## config.mk

```make
export PLATFORM = sky130hd
export DESIGN_NAME = xif_coproc_alu
export DESIGN_NICKNAME = d
export VERILOG_FILES = /design/src/rtl/xif_coproc_alu.sv
export SDC_FILE = /design/constraint.sdc
export NUM_CORES = 2
export LEC_CHECK = 0
export ABC_AREA = 0
export CAP_MARGIN = 20
export CORE_MARGIN = 2
export CORE_UTILIZATION = 40
export CTS_CLUSTER_DIAMETER = 200
export DETAILED_ROUTE_END_ITERATION = 10
export PLACE_DENSITY = 0.59
export SYNTH_ARGS = -nofsm -noshare
export SYNTH_HDL_FRONTEND = slang
export SYNTH_SLANG_ARGS = --single-unit
```

## constraint.sdc

```tcl
create_clock -name clk_i -period 6.9 [get_ports clk_i]
set_input_delay 1.725 -clock clk_i [delete_from_list [all_inputs] [get_ports clk_i]]
set_output_delay 1.725 -clock clk_i [all_outputs]
set_load 0.01 [all_outputs]
```

## src/rtl/xif_coproc_alu.sv

```systemverilog
// Single-outstanding CORE-V-XIF coprocessor for custom-0 MUL/MINU (plus ACC/ACLR).
// Define XIF_COPROC_ACC_EN to build the accumulator and decode ACC/ACLR.
module xif_coproc_alu #(
  parameter int unsigned X_ID_WIDTH = 4,
  parameter int unsigned MUL_LAT    = 2
) (
  input  logic                  clk_i,
  input  logic                  rst_i,
  input  logic                  issue_valid_i,
  output logic                  issue_ready_o,
  input  logic [31:0]           issue_instr_i,
  input  logic [X_ID_WIDTH-1:0] issue_id_i,
  input  logic [63:0]           issue_rs_i,
  input  logic [1:0]            issue_rs_valid_i,
  output logic                  issue_accept_o,
  output logic                  issue_writeback_o,
  input  logic                  commit_valid_i,
  input  logic [X_ID_WIDTH-1:0] commit_id_i,
  input  logic                  commit_kill_i,
  output logic                  result_valid_o,
  input  logic                  result_ready_i,
  output logic [X_ID_WIDTH-1:0] result_id_o,
  output logic [31:0]           result_data_o,
  output logic [4:0]            result_rd_o,
  output logic                  result_we_o
);

  localparam logic [6:0] OPC_CUSTOM0 = 7'b0001011;
  localparam logic [2:0] F3_MUL      = 3'b000;
  localparam logic [2:0] F3_ACC      = 3'b001;
  localparam logic [2:0] F3_ACLR     = 3'b010;
  localparam logic [2:0] F3_MINU     = 3'b011;
  localparam int unsigned CNT_W      = 4;

  typedef enum logic [1:0] {
    IDLE,
    WAIT_COMMIT,
    EXEC,
    RESULT
  } state_t;

  state_t state_q, state_n;

  logic [X_ID_WIDTH-1:0] id_q;
  logic [2:0]            op_q;
  logic [4:0]            rd_q;
  logic [31:0]           rs1_q, rs2_q;
  logic [CNT_W-1:0]      cnt_q;

  logic [2:0]  issue_f3;
  logic        matched;
  logic        issue_hs;
  logic        commit_hit;
  logic [2:0]  op_src;
  logic        enter_exec;
  logic        exec_last;
  logic [31:0] prod;
  logic [31:0] exec_res;

`ifdef XIF_COPROC_ACC_EN
  logic [31:0] acc_q;
  logic [31:0] acc_n;
`endif

  // Register-index fields are unused: operands arrive by value on issue_rs_i.
  logic unused_instr_bits;
  assign unused_instr_bits = ^issue_instr_i[24:15];

  // Decode
  always_comb begin
    issue_f3 = issue_instr_i[14:12];
    matched  = 1'b0;
    if (issue_instr_i[6:0] == OPC_CUSTOM0 && issue_instr_i[31:25] == 7'd0) begin
      case (issue_f3)
        F3_MUL, F3_MINU: matched = 1'b1;
`ifdef XIF_COPROC_ACC_EN
        F3_ACC, F3_ACLR: matched = 1'b1;
`endif
        default:         matched = 1'b0;
      endcase
    end
  end

  assign issue_ready_o     = (state_q == IDLE) && (!matched || issue_rs_valid_i == 2'b11);
  assign issue_accept_o    = matched;
  assign issue_writeback_o = matched;
  assign issue_hs          = issue_valid_i && issue_ready_o && matched;

  // In IDLE a commit can only refer to the instruction being issued this cycle.
  always_comb begin
    commit_hit = 1'b0;
    op_src     = op_q;
    if (state_q == IDLE) begin
      commit_hit = issue_hs && commit_valid_i && (commit_id_i == issue_id_i);
      op_src     = issue_f3;
    end else if (state_q == WAIT_COMMIT) begin
      commit_hit = commit_valid_i && (commit_id_i == id_q);
    end
  end

  always_comb begin
    state_n = state_q;
    case (state_q)
      IDLE: begin
        if (issue_hs) begin
          if (commit_hit) state_n = commit_kill_i ? IDLE : EXEC;
          else            state_n = WAIT_COMMIT;
        end
      end
      WAIT_COMMIT: begin
        if (commit_hit) state_n = commit_kill_i ? IDLE : EXEC;
      end
      EXEC: begin
        if (cnt_q == '0) state_n = RESULT;
      end
      RESULT: begin
        if (result_ready_i) state_n = IDLE;
      end
      default: state_n = IDLE;
    endcase
  end

  assign enter_exec = (state_q != EXEC) && (state_n == EXEC);
  assign exec_last  = (state_q == EXEC) && (cnt_q == '0);
  assign prod       = rs1_q * rs2_q;

  always_comb begin
    exec_res = '0;
`ifdef XIF_COPROC_ACC_EN
    acc_n    = acc_q;
`endif
    case (op_q)
      F3_MUL:  exec_res = prod;
      F3_MINU: exec_res = (rs1_q < rs2_q) ? rs1_q : rs2_q;
`ifdef XIF_COPROC_ACC_EN
      F3_ACC: begin
        acc_n    = acc_q + rs1_q + rs2_q;
        exec_res = acc_n;
      end
      F3_ACLR: begin
        exec_res = acc_q;
        acc_n    = '0;
      end
`endif
      default: exec_res = '0;
    endcase
  end

  always_ff @(posedge clk_i) begin
    if (rst_i) state_q <= IDLE;
    else       state_q <= state_n;
  end

  always_ff @(posedge clk_i) begin
    if (rst_i) begin
      id_q           <= '0;
      op_q           <= '0;
      rd_q           <= '0;
      rs1_q          <= '0;
      rs2_q          <= '0;
      cnt_q          <= '0;
      result_valid_o <= 1'b0;
      result_id_o    <= '0;
      result_data_o  <= '0;
      result_rd_o    <= '0;
      result_we_o    <= 1'b0;
`ifdef XIF_COPROC_ACC_EN
      acc_q          <= '0;
`endif
    end else begin
      if (state_q == IDLE && issue_hs) begin
        id_q  <= issue_id_i;
        op_q  <= issue_f3;
        rd_q  <= issue_instr_i[11:7];
        rs1_q <= issue_rs_i[31:0];
        rs2_q <= issue_rs_i[63:32];
      end
      // Counter holds remaining EXEC cycles minus one; zero marks the last cycle.
      if (enter_exec) begin
        cnt_q <= (op_src == F3_MUL) ? CNT_W'(MUL_LAT - 1) : '0;
      end else if (state_q == EXEC && cnt_q != '0) begin
        cnt_q <= cnt_q - 1'b1;
      end
      if (exec_last) begin
        result_valid_o <= 1'b1;
        result_we_o    <= 1'b1;
        result_id_o    <= id_q;
        result_rd_o    <= rd_q;
        result_data_o  <= exec_res;
`ifdef XIF_COPROC_ACC_EN
        acc_q          <= acc_n;
`endif
      end
      if (state_q == RESULT && result_ready_i) begin
        result_valid_o <= 1'b0;
        result_we_o    <= 1'b0;
      end
    end
  end

endmodule

```

; After elaboration in Yosys (flattened, before gate mapping)
; Index checks and enable logic that the tools add are counted.
; Widths: inputs -> output; s select.
[classes]
add_sub_neg = 1
n_mul = 1
magnitude_cmp = 1
n_eq_ne = 11
muxes = 17
reduce_logical = 24
[op_table]
columns = op, count
row1 = $pmux 32 s2, 1
row2 = $lt 32x32->1, 1
row3 = $mul 32x32->32, 1
row4 = $mux 32, 1
row5 = $logic_and 1x1->1, 12
row6 = $mux 2, 6
row7 = $logic_not 3->1, 3
row8 = $eq 2x2->1 const B, 4
row9 = $eq 4x4->1, 2
row10 = $mux 4, 2
row11 = $pmux 2 s4, 1
row12 = $eq 7x4->1 const B, 1
row13 = $logic_not 7->1, 1
row14 = $eq 3x2->1 const B, 2
row15 = $mux 1, 5
row16 = $logic_not 4->1, 1
row17 = $reduce_bool 4->1, 1
row18 = $reduce_or 2->1, 2
row19 = $sub 4x1->4 const B, 1
row20 = $mux 3, 1
row21 = $eq 2x1->1 const B, 1
row22 = $logic_not 2->1, 1
row23 = $ne 2x2->1 const B, 1
row24 = $reduce_bool 2->1, 1
row25 = other kinds (2), 2
[word_totals]
regBits = 124
inputBits = 112
output_inout_bits = 46

; Logic depth before layout (Yosys ltp)
[logic_depth]
word_depth = 18
mapped_depth = 28

; Least setup slack after synthesis
; Ideal clock, no wire load.
[synth_timing]
path_type = flip-flop to flip-flop
start = register rs1_q[12]
end = register result_data_o[27]
arrival_ns = 7.087
slack_ns = -0.273
path_stages_with_launch = 27
n_path_buf = 3
synth_period_minus_slack_ns = 7.173
path_cell_list = dfxtp_1 -> clkbuf_1 -> clkbuf_1 -> and2_1 -> fa_1 -> fa_1 -> fa_1 -> inv_1 -> fa_1 -> inv_1 -> fa_1 -> inv_1 -> fa_1 -> inv_1 -> fa_1 -> fa_1 -> ha_1 -> clkbuf_1 -> a211oi_1 -> o21bai_1 -> o21a_1 -> o21a_1 -> a311oi_2 -> mux2i_1 -> o21ai_0 -> o21a_1 -> a211oi_1
[synth_between]
elab_chain_len = 3
word_cells_on_any_way = 4
[synth_lines]
columns = item, line_no
row1 = start: declaration, 47  ; logic [31:0] rs1_q, rs2_q;
row2 = start signal: assignment, 175  ; rs1_q <= issue_rs_i[31:0];
row3 = "parallel branches: the longest is 2 deep, another holds $mul 32x32->32", --
row4 = $pmux 32 s2 (*), 132  ; case (op_q)
row5 = end signal: assignment, 189  ; result_data_o <= exec_res;
row6 = end: declaration, 23  ; output logic [31:0] result_data_o,
; Mark *: on every way between the ends.
; A chain may end at the register's enable or synchronous reset.

; Worst setup path after layout
[layout_timing]
start = register rs2_q[7]
end = register result_data_o[25]
[layout_between]
elab_chain_len = 3
word_cells_on_any_way = 4
[layout_lines]
columns = item, line_no
row1 = start: declaration, 47
row2 = start signal: assignment, 176  ; rs2_q <= issue_rs_i[63:32];
row3 = "parallel branches: the longest is 2 deep, another holds $mul 32x32->32", --
row4 = $pmux 32 s2 (*), 132
; Marked as above.

==> metrics.txt <==
final clock skew approximately 14 ps; clock root buffer master clkbuf_16; worst setup slack after layout -124 ps; Worst IR Drop VDD 0.178 mV; number of hold-slack violations in the final timing report 0; final design area excluding fillers 0.0278 sq mm; Final Max Slew Viols 0; number of standard cells in the final layout excluding fillers approximately 3.5k; critical path capture point type flip-flop; CP peak stage delay 580 ps; Cell Pwr Density 63.0 mW/mm^2; Worst Path Arrival roughly 7400 ps; num rows 85; number of iterations in the first detailed-routing pass 5; syn_nets 3179; overall via count from detail_route about 18k; Tot Pwr 1750 uW; routability-driven placement congestion ratio 0.929; antenna violations before repair 2; register area share after synthesis 11.3%; total of endpoints with negative setup slack in the final report 8; most common cell after layout, fill and taps aside inv_1; DP Wirelength 57000 um; Global Route Usage Sum 26.0%; clock-pin transition on the worst setup and hold timing paths ~60 ps; failing checks negative setup slack; drt initial violations around 1.0k; initial cell density of the core 40.6%; vias in the first global route 19.5k; Netlist cell types 58; Yosys warning total 0; clk sink count approximately 120; most frequent cells in the layout inv_1 (404), nand2_1 (403), fa_1 (382); number of buffers created by CTS 17; TritonCTS clock tree built; number of instances in the synthesized netlist approximately 2.5k; outcome finished, violations left; synth-to-layout area growth 26.9%; data required time at the worst endpoint 7250 ps; Core Area ~0.054 sq mm; aggregate global routing overflow 0; number of buffers inserted by port buffering 147; headroom to the max-slew limit 30.0%; shortest clock period the worst path allows after layout about 7000 ps; fraction of the cycle the final worst path needs 102%; EDFF count, synth 0; fraction of final layout cells with drive strength greater than 1 18.7%; horizontal die dimension 238 um; flop2flop setup slack -120 ps; top achievable clock speed 0.142 GHz; critical register-to-register path endpoint result_data_o[25]$_SDFFE_PP0P_; Register-to-Register Path Depth 26; area enclosed by the die boundary 0.0567 sq mm; number of synthesized register bits 124; die height 238 um; instance area after placement 0.0258 sq mm; largest fanout on the critical path 3; worst-skew pair later-pin latency 450 ps; pin count of the biggest net entering global routing 80; # H-tree levels 4; Worst Hold Class reg2reg; ANT nets after route 0; sequential cell area 0.00256 sq mm; worst hold stages 2; Avg Inst Size Synth 8.81 sq um; drc violations 0; I/O Pins 158; startpoint kind of the worst setup timing path flip-flop; start point of the critical path rs2_q[7]$_SDFFE_PP0P_; slew of the pin with the lowest slew margin 1050 ps; number of filler cells placed in the layout around 5.0k; most repeated library cell on the critical path fa_1; critical path type reg2reg; max cap viols 0; final-layout setup total negative slack -529 ps; number of cells in the design after placement roughly 3.4k; Critical Path End result_data_o[25]$_SDFFE_PP0P_; setup repair after global routing missed its margin true; source of the worst register-to-register timing path rs2_q[7]$_SDFFE_PP0P_; number of nets in the finished design 3475; area occupied by multi-input gates 0.0180 sq mm; average routed wire per standard cell 20.7 um; Synth async-reset ratio 0%; final WL 72200 um; global-route wire length before repair between 100000 and 150000 um; standard cell with the maximum stage delay on the critical path fa_1; Synth Flop Type dfxtp_1; cell area after synthesis 0.0219 sq mm; Via density just over 5; maximum buffer depth of the clock tree 2; leakage power ~0.013 uW
[registers in the layout (all words and copies together), names as in the netlist]
name           cells
result_rd_o        5
op_q               3
result_data_o     32
rs1_q             32
cnt_q              4
id_q               4
rd_q               5
state_q            2
rs2_q             32
result_id_o        4
result_we_o        1
[cell type report]
class | instances | area share, %
Antenna cell | 2 | 0.0180
Clock buffer | 19 | 1.59
Clock inverter | 13 | 0.598
Inverter | 416 | 5.61
Multi-Input combinational cell | 1796 | 64.8
Sequential cell | 124 | 9.20
Tap cell | 696 | 3.13
Timing Repair Buffer | 430 | 15.1
[per-layer routing]
layer / global-route usage, % / routed length, um / vias to the layer above
met2: 42.4 / 33500 / 648
met5: 0 / 0 / -
met4: 10.7 / 2780 / 0
met3: 5.25 / 5370 / 128
li1: - / - / 8148
met1: 33.7 / 30500 / 9151
[critical path, delay by kind of cell (launching register included)]
family,cells,cell delay [ps]
AO/OA/AOI/OAI,8,1250
XOR/XNOR,1,190
adder cells (fa/ha/maj),9,4360
buffers and inverters,7,630
flip-flops,1,370
AND/OR/NAND/NOR,1,130
[power by group]
part | total (uW) | switching, uW | leakage (uW) | internal, uW
logic | 79.5 | 25.5 | 0.0116 | 54.0
registers | 709 | 0.00217 | 0.00102 | 709
clock network | 964 | 385 | 0.000290 | 579
[stage by stage]
step	worst slack [ps]	utilization [%]	hold WS, ps
3_5_place_dp	-610	47.8	448
4_1_cts	-164	50.0	458
3_3_place_gp	-554	47.8	441
6_report	-124	51.5	458
5_1_grt	-332	51.5	485
2_1_floorplan	1.81	-	432
[cell families (layout without fill, tap and decap cells)]
| kind of cell | count (synthesis) | count (layout) | synth area share, % |
|---|---|---|---|
| and+or+nand+nor | 853 | 853 | 18.8 |
| adders and majority gates | 578 | 578 | 47.0 |
| buffers and inverters | 569 | 878 | 9.90 |
| AOI/OAI and AO/OA | 240 | 240 | 7.33 |
| DFF | 124 | 124 | 11.3 |
| xor gates and xnor gates | 93 | 93 | 3.78 |
| muxes | 32 | 32 | 1.91 |
| other | 0 | 2 | 0 |
[Yosys cell counts (8+ instances only)]
library cell | number | area (sq um)
a221oi_1 | 8 | 70.1
clkbuf_1 | 139 | 522
nand3_1 | 9 | 45.0
xor2_1 | 23 | 201
nand2b_1 | 8 | 50.1
ha_1 | 170 | 2130
and2_1 | 301 | 1880
nor2_1 | 62 | 233
nor3_1 | 34 | 170
a21oi_1 | 122 | 611
mux2_4 | 17 | 255
o21ai_0 | 21 | 105
mux2_2 | 8 | 90.1
xnor2_1 | 69 | 604
nand2_1 | 408 | 1530
a221oi_2 | 14 | 210
fa_1 | 408 | 8170
dfxtp_1 | 124 | 2480
a21o_1 | 17 | 128
inv_1 | 416 | 1560
a211oi_1 | 10 | 75.1
nand4_1 | 8 | 50.1
[what timing repair did]
| action | in CTS | in global routing |
|---|---|---|
| setup endpoints to repair | 15 | 15 |
| setup buffers | 21 | 22 |
| gates cloned | 1 | 2 |
| resized for setup | 109 | 140 |
| pin swaps | 61 | 101 |
| hold buffers | 0 | 0 |
| hold endpoints to repair | 0 | 0 |
[worst min path at each step]
stage / to / from / slack, ps
CTS: rd_q[2]$_SDFFE_PP0P_ / rd_q[2]$_SDFFE_PP0P_ / 460
finish: rd_q[4]$_SDFFE_PP0P_ / rd_q[4]$_SDFFE_PP0P_ / 460
detailed placement: result_id_o[0]$_SDFFE_PP0P_ / result_id_o[0]$_SDFFE_PP0P_ / 450
floorplan: result_rd_o[0]$_SDFFE_PP0P_ / rd_q[0]$_SDFFE_PP0P_ / 430
global placement: result_rd_o[1]$_SDFFE_PP0P_ / rd_q[1]$_SDFFE_PP0P_ / 440
global route: result_rd_o[0]$_SDFFE_PP0P_ / rd_q[0]$_SDFFE_PP0P_ / 490
No activity file was read; power rests on OpenSTA's default activity.
